### src/rtl/ppu_pkg.sv
// Shared PPU hazard types: forwarding-select encodings, register-index width
// and the per-stage destination shadow used by the hazard/forwarding logic.
package ppu_pkg;

  localparam int REG_ADDR_W_DEFAULT = 5;

  localparam logic [1:0] FWD_RF  = 2'b00;
  localparam logic [1:0] FWD_EX  = 2'b01;
  localparam logic [1:0] FWD_MEM = 2'b10;
  localparam logic [1:0] FWD_WB  = 2'b11;

  typedef struct packed {
    logic [REG_ADDR_W_DEFAULT-1:0] rd;
    logic                          rf_en;
    logic                          load;
  } stage_shadow_t;

  // x0 never counts as a write target, however the control bits are set.
  function automatic logic stage_writes(input stage_shadow_t st,
                                        input logic [REG_ADDR_W_DEFAULT-1:0] r,
                                        input int num_regs);
    return st.rf_en && (st.rd == r) && (st.rd != '0) && (int'(st.rd) < num_regs);
  endfunction

endpackage

### src/rtl/hazard_forwarding_unit_fwd_select.sv
// Per-operand forwarding selector: picks the youngest stage that writes the
// source register, skipping an EX-stage load whose data does not exist yet.
module fwd_select
  import ppu_pkg::*;
#(
  parameter int NUM_REGS = 32
) (
  input  logic [REG_ADDR_W_DEFAULT-1:0] rs,
  input  logic                          uses,
  input  stage_shadow_t                 ex_st,
  input  stage_shadow_t                 mem_st,
  input  stage_shadow_t                 wb_st,
  output logic [1:0]                    sel
);

  always_comb begin
    sel = FWD_RF;
    if (uses) begin
      if (stage_writes(ex_st, rs, NUM_REGS) && !ex_st.load) begin
        sel = FWD_EX;
      end else if (stage_writes(mem_st, rs, NUM_REGS)) begin
        sel = FWD_MEM;
      end else if (stage_writes(wb_st, rs, NUM_REGS)) begin
        sel = FWD_WB;
      end
    end
  end

endmodule

### src/rtl/hazard_forwarding_unit.sv
// Hazard/forwarding controller for the 5-stage PPU: load-use stall, branch
// flush, memory freeze and operand forwarding. HAZARD_PERF_CNT_EN adds counters.
module hazard_forwarding_unit
  import ppu_pkg::*;
#(
  parameter int REG_ADDR_W = REG_ADDR_W_DEFAULT,
  parameter int NUM_REGS   = 32
) (
  input  logic                  clk,
  input  logic                  rst_n,
  input  logic [REG_ADDR_W-1:0] ID_rs1,
  input  logic [REG_ADDR_W-1:0] ID_rs2,
  input  logic                  ID_uses_rs1,
  input  logic                  ID_uses_rs2,
  input  logic [REG_ADDR_W-1:0] ID_rd,
  input  logic                  ID_RF_Enable,
  input  logic                  ID_Load_Instr,
  input  logic                  branch_taken,
  input  logic                  mem_busy,
  output logic                  cu_mux_sel,
  output logic                  pc_ld,
  output logic                  ifid_ld,
  output logic                  ifid_clr,
  output logic [1:0]            fwd_a_sel,
  output logic [1:0]            fwd_b_sel
`ifdef HAZARD_PERF_CNT_EN
  ,
  output logic [31:0]           stall_cnt,
  output logic [31:0]           flush_cnt,
  output logic [31:0]           freeze_cnt
`endif
);

  stage_shadow_t id_st, ex_st, mem_st, wb_st;
  logic          load_use;

  always_comb begin
    id_st.rd    = ID_rd;
    id_st.rf_en = ID_RF_Enable;
    id_st.load  = ID_Load_Instr;
  end

  always_comb begin
    load_use = ex_st.load &&
               ((ID_uses_rs1 && stage_writes(ex_st, ID_rs1, NUM_REGS)) ||
                (ID_uses_rs2 && stage_writes(ex_st, ID_rs2, NUM_REGS)));
  end

  // Reset forces the free-running defaults even if busy/branch are asserted.
  always_comb begin
    pc_ld      = 1'b1;
    ifid_ld    = 1'b1;
    ifid_clr   = 1'b0;
    cu_mux_sel = 1'b0;
    if (rst_n) begin
      if (mem_busy) begin
        pc_ld   = 1'b0;
        ifid_ld = 1'b0;
      end else if (branch_taken) begin
        ifid_clr   = 1'b1;
        cu_mux_sel = 1'b1;
      end else if (load_use) begin
        pc_ld      = 1'b0;
        ifid_ld    = 1'b0;
        cu_mux_sel = 1'b1;
      end
    end
  end

  always_ff @(posedge clk or negedge rst_n) begin
    if (!rst_n) begin
      ex_st  <= '0;
      mem_st <= '0;
      wb_st  <= '0;
    end else if (!mem_busy) begin
      wb_st  <= mem_st;
      mem_st <= ex_st;
      ex_st  <= cu_mux_sel ? '0 : id_st;
    end
  end

  fwd_select #(.NUM_REGS(NUM_REGS)) u_fwd_a (
    .rs    (ID_rs1),
    .uses  (ID_uses_rs1),
    .ex_st (ex_st),
    .mem_st(mem_st),
    .wb_st (wb_st),
    .sel   (fwd_a_sel)
  );

  fwd_select #(.NUM_REGS(NUM_REGS)) u_fwd_b (
    .rs    (ID_rs2),
    .uses  (ID_uses_rs2),
    .ex_st (ex_st),
    .mem_st(mem_st),
    .wb_st (wb_st),
    .sel   (fwd_b_sel)
  );

`ifdef HAZARD_PERF_CNT_EN
  // Each counter tracks the condition that actually won output priority.
  always_ff @(posedge clk or negedge rst_n) begin
    if (!rst_n) begin
      stall_cnt  <= '0;
      flush_cnt  <= '0;
      freeze_cnt <= '0;
    end else if (mem_busy) begin
      freeze_cnt <= freeze_cnt + 32'd1;
    end else if (branch_taken) begin
      flush_cnt <= flush_cnt + 32'd1;
    end else if (load_use) begin
      stall_cnt <= stall_cnt + 32'd1;
    end
  end
`endif

endmodule
### config.mk
export PLATFORM = sky130hd
export DESIGN_NAME = hazard_forwarding_unit
export DESIGN_NICKNAME = d
export VERILOG_FILES = /design/src/rtl/ppu_pkg.sv /design/src/rtl/hazard_forwarding_unit_fwd_select.sv /design/src/rtl/hazard_forwarding_unit.sv
export SDC_FILE = /design/constraint.sdc
export NUM_CORES = 1
export LEC_CHECK = 0
export ABC_AREA = 1
export BUFFER_PORTS_ARGS = -buffer_cell sky130_fd_sc_hd__buf_2
export CORE_ASPECT_RATIO = 1.5
export CORE_UTILIZATION = 30
export CTS_BUF_LIST = sky130_fd_sc_hd__clkbuf_16
export CTS_CLUSTER_SIZE = 8
export DETAILED_ROUTE_END_ITERATION = 8
export MAX_ROUTING_LAYER = met4
export PLACE_DENSITY_LB_ADDON = 0.15
export SLEW_MARGIN = 25
export SYNTH_ARGS = -nofsm -noshare
export SYNTH_HDL_FRONTEND = slang
export SYNTH_SLANG_ARGS = --single-unit
### constraint.sdc
create_clock -name clk -period 1.9 [get_ports clk]
set_input_delay 0.19 -clock clk [delete_from_list [all_inputs] [get_ports clk]]
set_output_delay 0.19 -clock clk [all_outputs]
set_load 0.005 [all_outputs]
## Yosys cells after proc, flatten, opt, wreduce, memory -nomap -nowiden

Index checks and enable logic that the tools add are counted.

| word-level totals | value |
|---|---|
| output and inout port bits | 8 |
| word-level logic and storage cells | 55 |
| register bits | 19 |
| bits of input ports | 23 |

| cells by class | value |
|---|---|
| equality and inequality tests | 6 |
| reduce and logical (&&, ||, !) cells | 22 |
| mux-type cells | 20 |

Operators by type and width:

| operator | count |
|---|---|
| 5-bit equality test | 6 |
| 1-bit logical AND | 17 |
| 2-bit two-way mux | 8 |
| 5-bit nonzero test | 3 |
| 1-bit two-way mux | 11 |
| 7-bit two-way mux | 1 |
| 1-bit zero test | 1 |
| 1-bit logical OR | 1 |

## Longest topological paths before layout

Gate-level depths: netlist (run 1).

| depth | value |
|---|---|
| word-level depth | 11 |
| mapped depth | 13 |

## Modules after synthesis

Synthesis (run 1) repeated with hierarchy kept, for this count alone.

| unflattened totals | value |
|---|---|
| cells, all modules | 346 |
| area total of the unflattened synthesis | 1878.1 um^2 |

Modules (own cells, without submodules):

| module | sequential area each (um^2) | area an instance (um^2) | cells each | instances |
|---|---|---|---|---|
| hazard_forwarding_unit | 525.5 | 1117.3 | 164 | 1 |
| fwd_select | 0.0 | 380.4 | 91 | 2 |

## Worst setup path before layout (run 1)

Ideal clock, no wire load.

| timing path | value |
|---|---|
| path type | register to output |
| from | reg ex_st[6] (netlist name) |
| to | out pc_ld |
| buffers on the path | 1 |
| stages on the path, launching flop included | 12 |
| arrival time | 1.275 ns |
| setup slack | 0.435 ns |
| data required time | 1.710 ns |
| cell sequence | dfrtp_1 inv_1 nand2_1 nand2_1 nand2_1 nor2_1 nand3_1 nand2_1 nand2_2 o21ai_0 nand2_1 buf_4 |

| between the ends | value |
|---|---|
| longest elaborated chain between the ends | 10 |
| elaborated cells between the ends (all ways) | 15 |
| classes of those cells | eq/ne: 2; mux: 4; reduce/logical: 9 |

RTL lines:

| what | RTL line | RTL |
|---|---|---|
| 5-bit equality test | ppu_pkg.sv:22 | `return st.rf_en && (st.rd == r) && (st.rd != '0) && (int'(st.rd) < num_regs);` |
| 1-bit logical AND (2 in a row) | ppu_pkg.sv:22 |  |
| 1-bit logical AND (on tied branches) | hazard_forwarding_unit.sv:45, hazard_forwarding_unit.sv:46 |  |
| 1-bit logical OR * | hazard_forwarding_unit.sv:45 | `((ID_uses_rs1 && stage_writes(ex_st, ID_rs1, NUM_REGS)) \|\|` |
| 1-bit logical AND * | hazard_forwarding_unit.sv:44 | `load_use = ex_st.load &&` |
| 1-bit two-way mux * (4 in a row) | -- |  |
| to (decl) | hazard_forwarding_unit.sv:21 | `output logic pc_ld,` |

Mark *: on every way between the ends. The rest lies on a longest branch, timed or not.

## Final worst setup path (run 1)

| timing path | value |
|---|---|
| from | reg mem_st[3] (netlist name) |
| to | out fwd_a_sel[0] |

| between the ends | value |
|---|---|
| longest elaborated chain between the ends | 6 |
| elaborated cells between the ends (all ways) | 7 |
| classes of those cells | eq/ne: 1; mux: 3; reduce/logical: 3 |

RTL lines:

| what | RTL line | RTL |
|---|---|---|
| 5-bit equality test | ppu_pkg.sv:22 |  |
| 1-bit logical AND | ppu_pkg.sv:22 |  |
| 1-bit logical AND * | ppu_pkg.sv:22 |  |
| 2-bit two-way mux * | hazard_forwarding_unit_fwd_select.sv:21 | `end else if (stage_writes(mem_st, rs, NUM_REGS)) begin` |
| 2-bit two-way mux * | hazard_forwarding_unit_fwd_select.sv:19 | `if (stage_writes(ex_st, rs, NUM_REGS) && !ex_st.load) begin` |
| 2-bit two-way mux * | hazard_forwarding_unit_fwd_select.sv:18 | `if (uses) begin` |
| to (decl) | hazard_forwarding_unit.sv:24 | `output logic [1:0] fwd_a_sel,` |

Marks and branches as above.

==> flow_metrics.env, run 1 <==
export IMPL_run_status="finished with violations"
export IMPL_violations="design-rule violations"
export IMPL_syn_area_um2=1400
export IMPL_cp_data_arrival_time_ps=1650
export IMPL_antenna_found_initial=0
export IMPL_placed_cell_area_um2=1590
export IMPL_syn_area_per_cell_um2=6.33
export IMPL_synth_top_cell_by_area="dfrtp_1"
export IMPL_fin_nets=283
export IMPL_fin_setup_tns_ps=0
export IMPL_clock_fmax_mhz=544
export IMPL_synth_top_area_frac=0.340
export IMPL_dp_hpwl_um=3000
export IMPL_via_per_inst=4.62
export IMPL_rsz0062_at_grt="yes"
export IMPL_pwr_density_cell_nw_per_um2=720
export IMPL_final_cells=307
export IMPL_design_area_um2=1780
export IMPL_setup_violations=0
export IMPL_gp_congestion=0.896
export IMPL_tightest_slew_ps=280
export IMPL_period_share=0.968
export IMPL_finClkSkew_ps=3.95
export IMPL_syn_num_nets=244
export IMPL_r2r_slack_ps=360
export IMPL_startpoint_type="flip-flop"
export IMPL_grt_total_usage=0.177
export IMPL_synth_common_cells="82 x nand2_1, 36 x inv_1, 19 x dfrtp_1"
export IMPL_yosysUniqueCellTypes=27
export IMPL_avgRoutedWirePerCell_um=12.5
export IMPL_async_reset_ff_frac=1.00
export IMPL_clkSlewWorstSetupHoldPaths_ps=60
export IMPL_drtIter0Drc=55
export IMPL_die_h_um=85.6
export IMPL_synthToLayoutAreaGrowth_pct=27.4
export IMPL_clk_latency_ps=260
export IMPL_clock_path_buffers=2
export IMPL_initial_core_util=0.311
export IMPL_peakVddDrop_uv=254
export IMPL_cp_end_kind="primary output"
export IMPL_r2r_start="ex_st[6]$_DFFE_PN0N_"
export IMPL_max_slew_margin_rel=0.813
export IMPL_grt_pass1_vias=1361
export IMPL_grt_pass1_wl_um=6470
export IMPL_critPathMaxFanout=7
export IMPL_cts_buffers=3
export IMPL_drive_above_1_share=0.263
export IMPL_row_count=30
export IMPL_synthCells=221
export IMPL_dpl_cell_count=296
export IMPL_setup_worst_path_start="mem_st[3]$_DFFE_PN0N_"
export IMPL_h_tree_depth=1
export IMPL_diodes=0
export IMPL_crit_end="fwd_a_sel[0]"
export IMPL_postRouteAntennaNets=0
export IMPL_crit_type="flip-flop to primary output"
export IMPL_drt_pass1_iterations=6
export IMPL_p_leak_nw=0.959
export IMPL_pin_count=31
export IMPL_port_buffers=30
export IMPL_hold_viol=0
export IMPL_routed_wl_um=3820
export IMPL_synth_edff_count=0
export IMPL_fillers=516
export IMPL_synth_flop_cell="dfrtp_1"
export IMPL_coreArea_um2=4500
export IMPL_num_vias=1418
export IMPL_cts_root_buf="clkbuf_16"
export IMPL_cap_viol_max_count=0
export IMPL_ys_seq_elements=19
export IMPL_ys_warn_count=0
export IMPL_die_area_um2=4950
export IMPL_synth_most_common_cell="nand2_1"
export IMPL_timing_rr_end="ex_st[6]$_DFFE_PN0N_"
export IMPL_r2r_cells=13
export IMPL_grt_max_degree=31
export IMPL_drc_errors=3
export IMPL_die_x_um=57.8
export IMPL_overflow=0
export IMPL_cts_tree="done"
export IMPL_synth_area_leaders="dfrtp_1 34%, nand2_1 22%, inv_1 9.7%, nand3_1 4.7%, o21ai_0 4.7%"
export IMPL_slew_viol_final=0
export IMPL_hold_path_class="primary input to flip-flop"
export IMPL_fin_crit_ps=1840
export IMPL_yosysSeqAreaShare=0.340
export IMPL_crit_required_ps=1710
export IMPL_cts_sinks=19
-- where the power goes --
group          switching, W  internal (W)  leakage (nW)
clock              0.000172      0.000285        0.0371
sequential        0.0000594      0.000451         0.237
combinational      0.000183      0.000133         0.685
total              0.000414      0.000869         0.959
-- metrics by stage --
step | hold slack [ps] | setup WS, ps | power (W) | util
2_1_floorplan | -106 | 435 | 0.000693 | -
3_3_place_gp | 212 | 317 | 0.000796 | 0.353
3_5_place_dp | 213 | 318 | 0.000796 | 0.353
4_1_cts | 218 | 32.2 | 0.00125 | 0.374
5_1_grt | 235 | -57.8 | 0.00137 | 0.396
6_report | 215 | 60.1 | 0.00128 | 0.396
-- worst max-delay path, cell delays in order, from the launching register on --
cell and delay (ps):
dfrtp_1 460, nor3_1 200, nand3_1 160, nand3b_1 150
nand2_1 80, a21boi_0 190, buf_2 150
-- area by class of cell --
cell class                      instances  area (um^2)  area share
Inverter                               38          145      0.0815
Clock inverter                          1         7.51     0.00421
Sequential cell                        19          478       0.268
Tap cell                               48         60.1      0.0337
Timing Repair Buffer                   39          226       0.127
Multi-Input combinational cell        159          790       0.443
Clock buffer                            3         75.1      0.0421
-- repair_timing --
| item | CTS | global route |
|---|---|---|
| setup buffers | 0 | 6 |
| resized for setup | 0 | 21 |
| endpoints found under the setup margin | 0 | 7 |
| hold endpoints to repair | 19 | 0 |
| hold buffers | 1 | 0 |
-- layer usage --
layer | wire length [um] | GRT usage | up-vias
met5 | 0 | - | -
met4 | 97 | 0.0693 | 0
met3 | 107 | 0.0181 | 7
met2 | 1960 | 0.307 | 27
met1 | 1660 | 0.207 | 627
li1 | - | - | 757
-- cells in the final DEF (no fill, tap or decap), drive strengths merged, types with 4 or more instances in the layout --
| cell type | netlist | final |
|---|---|---|
| inv | 38 | 38 |
| o21ai | 13 | 13 |
| nor2 | 16 | 16 |
| nor3 | 6 | 6 |
| a21oi | 4 | 4 |
| xnor2 | 5 | 5 |
| dfrtp | 19 | 19 |
| nand2 | 85 | 85 |
| buf | 4 | 38 |
| nand3 | 13 | 13 |
-- registers in the layout (all words and copies together) (netlist names) --
name / count
ex_st: 7
mem_st: 6
wb_st: 6
-- how the worst min path moves through the flow --
stage / start / endpoint / cells past startpoint
global placement: rst_n / wb_st[3]$_DFFE_PN0N_ / 2
finish: ID_rd[2] / ex_st[4]$_DFFE_PN0N_ / 5
CTS: ID_rd[2] / ex_st[4]$_DFFE_PN0N_ / 5
floorplan: rst_n / ex_st[0]$_DFFE_PN0N_ / 0
global route: ID_Load_Instr / ex_st[0]$_DFFE_PN0N_ / 5
detailed placement: rst_n / wb_st[3]$_DFFE_PN0N_ / 2
-- logic make-up after synthesis --
family          after synthesis  synth area share
simple gates                125             0.378
xor+xnor                      7            0.0438
compound gates               27             0.112
flops                        19             0.340
buf+inv                      43             0.126
Note: power is estimated with default switching activity, not from simulation.
==> inputs of run 2 (changes only) <==
- CORE_UTILIZATION: 30 -> 50
==> run 2 against run 1 <==
Worst hold slack improved by 8.3 ps. Die area decreased by 39%. The run now ends clean. Clock power decreased by 5.3%. Design area decreased by 3.3%. Critical endpoint unchanged. Core utilization increased by 25 points.
==> flow_metrics.env, run 2 (same netlist as run 1, synthesis figures left out) <==
export IMPL_fin_crit_ps=1810
export IMPL_cp_end_kind="primary output"
export IMPL_die_h_um=66.8
export IMPL_drtIter0Drc=24
export IMPL_r2r_start="ex_st[6]$_DFFE_PN0N_"
export IMPL_place_ws_ps=304
export IMPL_peakVddDrop_uv=514
export IMPL_largest_reg_flops=7
export IMPL_avgRoutedWirePerCell_um=11.8
export IMPL_grt_max_degree=29
export IMPL_drive_above_1_share=0.238
export IMPL_cts_root_buf="clkbuf_16"
export IMPL_via_per_inst=4.94
export IMPL_cts_buffers=3
export IMPL_dpl_cell_count=286
export IMPL_crit_type="flip-flop to primary output"
export IMPL_pwr_density_cell_nw_per_um2=722
export IMPL_gp_congestion=0.896
export IMPL_timing_rr_end="ex_st[1]$_DFFE_PN0N_"
export IMPL_clock_path_buffers=2
export IMPL_hold_viol=0
export IMPL_port_buffers=30
export IMPL_clock_fmax_mhz=551
export IMPL_run_status="finished, final reports clean"
export IMPL_p_leak_nw=0.949
export IMPL_clkSlewWorstSetupHoldPaths_ps=50
export IMPL_drc_errors=0
export IMPL_p_total_w=0.00124
export IMPL_whs_ps=223
export IMPL_initial_core_util=0.523
export IMPL_r2r_slack_ps=520
export IMPL_final_cells=293
export IMPL_hold_path_class="primary input to flip-flop"
export IMPL_clk_latency_ps=250
export IMPL_hold_depth=5
export IMPL_cts_sinks=19
export IMPL_final_common_cell="nand2_1"
export IMPL_holdPathEnd="ex_st[5]$_DFFE_PN0N_"
export IMPL_max_slew_margin_rel=0.831
export IMPL_routed_wl_um=3460
export IMPL_dp_hpwl_um=2680
export IMPL_layout_common_cells="80 x nand2_1, 34 x inv_1, 30 x buf_2, 18 x dfrtp_1, 13 x nand3_1"
export IMPL_overflow=0
export IMPL_fin_nets=280
export IMPL_pin_count=31
export IMPL_crit_required_ps=1710
export IMPL_cts_tree="done"
export IMPL_synthToLayoutAreaGrowth_pct=23.2
export IMPL_h_tree_depth=1
export IMPL_drt_pass1_iterations=5
export IMPL_setup_violations=0
export IMPL_startpoint_type="flip-flop"
export IMPL_grt_pass1_vias=1256
export IMPL_num_vias=1447
export IMPL_min_delay_start="ID_rd[3]"
export IMPL_r2r_cells=12
export IMPL_grt_total_usage=0.260
export IMPL_finClkSkew_ps=4.36
export IMPL_die_area_um2=3020
export IMPL_period_share=0.954
export IMPL_coreArea_um2=2680
export IMPL_cap_viol_max_count=0
export IMPL_cp_data_arrival_time_ps=1620
export IMPL_slew_viol_final=0
export IMPL_worst_slack_ps=86.8
export IMPL_antenna_found_initial=0
export IMPL_tightest_slew_ps=254
export IMPL_top_register="ex_st"
export IMPL_diodes=0
export IMPL_die_x_um=45.2
export IMPL_grt_pass1_wl_um=5510
export IMPL_largestRegisters="ex_st x7, mem_st x6, wb_st x6"
export IMPL_critPathMaxFanout=3
export IMPL_row_count=23
export IMPL_postRouteAntennaNets=0
[run 2: critical path, cell delays in order, from the launching register on]
cell	delay [ps]
dfrtp_1	390
buf_4	150
nor3_1	130
nand3_1	140
nand3b_1	130
nand2_1	70
a21boi_0	210
buf_2	160
[run 2: per-layer routing]
metal	track usage	wire, um	vias up
li1	-	-	758
met1	0.312	1520	638
met2	0.431	1740	42
met3	0.0271	120	9
met4	0.110	79	0
met5	-	0	-
[run 2: what timing repair did]
item | in CTS | in global routing
hold endpoints to repair | 19 | 0
hold buffers | 1 | 0
gates resized for setup | 0 | 14
endpoints found under the setup margin | 0 | 5
buffers inserted | 0 | 2
[run 2: worst max path at each step]
stage	cells after the start	from	slack, ps	endpoint
finish	7	mem_st[5]$_DFFE_PN0N_	90	fwd_a_sel[0]
global route	11	ex_st[6]$_DFFE_PN0N_	-20	pc_ld
CTS	11	ex_st[6]$_DFFE_PN0N_	20	pc_ld
detailed placement	11	ex_st[6]$_DFFE_PN0N_	300	pc_ld
global placement	11	ex_st[6]$_DFFE_PN0N_	320	pc_ld
floorplan	11	ex_st[6]$_DFFE_PN0N_	440	pc_ld
[run 2: area by class of cell]
type                    count  area [um^2]
clock inverters             1         3.75
clock buffers               3         75.1
multi-input cells         159          781
inverters                  38          143
repair buffers             36          198
flip-flops and latches     19          477
fillers                   258          953
well taps                  37         46.3
[run 2: power breakdown]
part	leakage, nW	total, W	internal, W	switching (W)
logic	0.668	0.000304	0.000124	0.000180
clock network	0.0423	0.000433	0.000280	0.000153
registers	0.238	0.000507	0.000451	0.0000561
[run 2: metrics by stage]
step	utilization	instance area, um^2	TNS (ps)
global route	0.644	1720	-77.8
floorplan	-	1400	0
CTS	0.625	1670	0
detailed placement	0.592	1580	0
finish	0.644	1720	0
global placement	0.592	1580	0
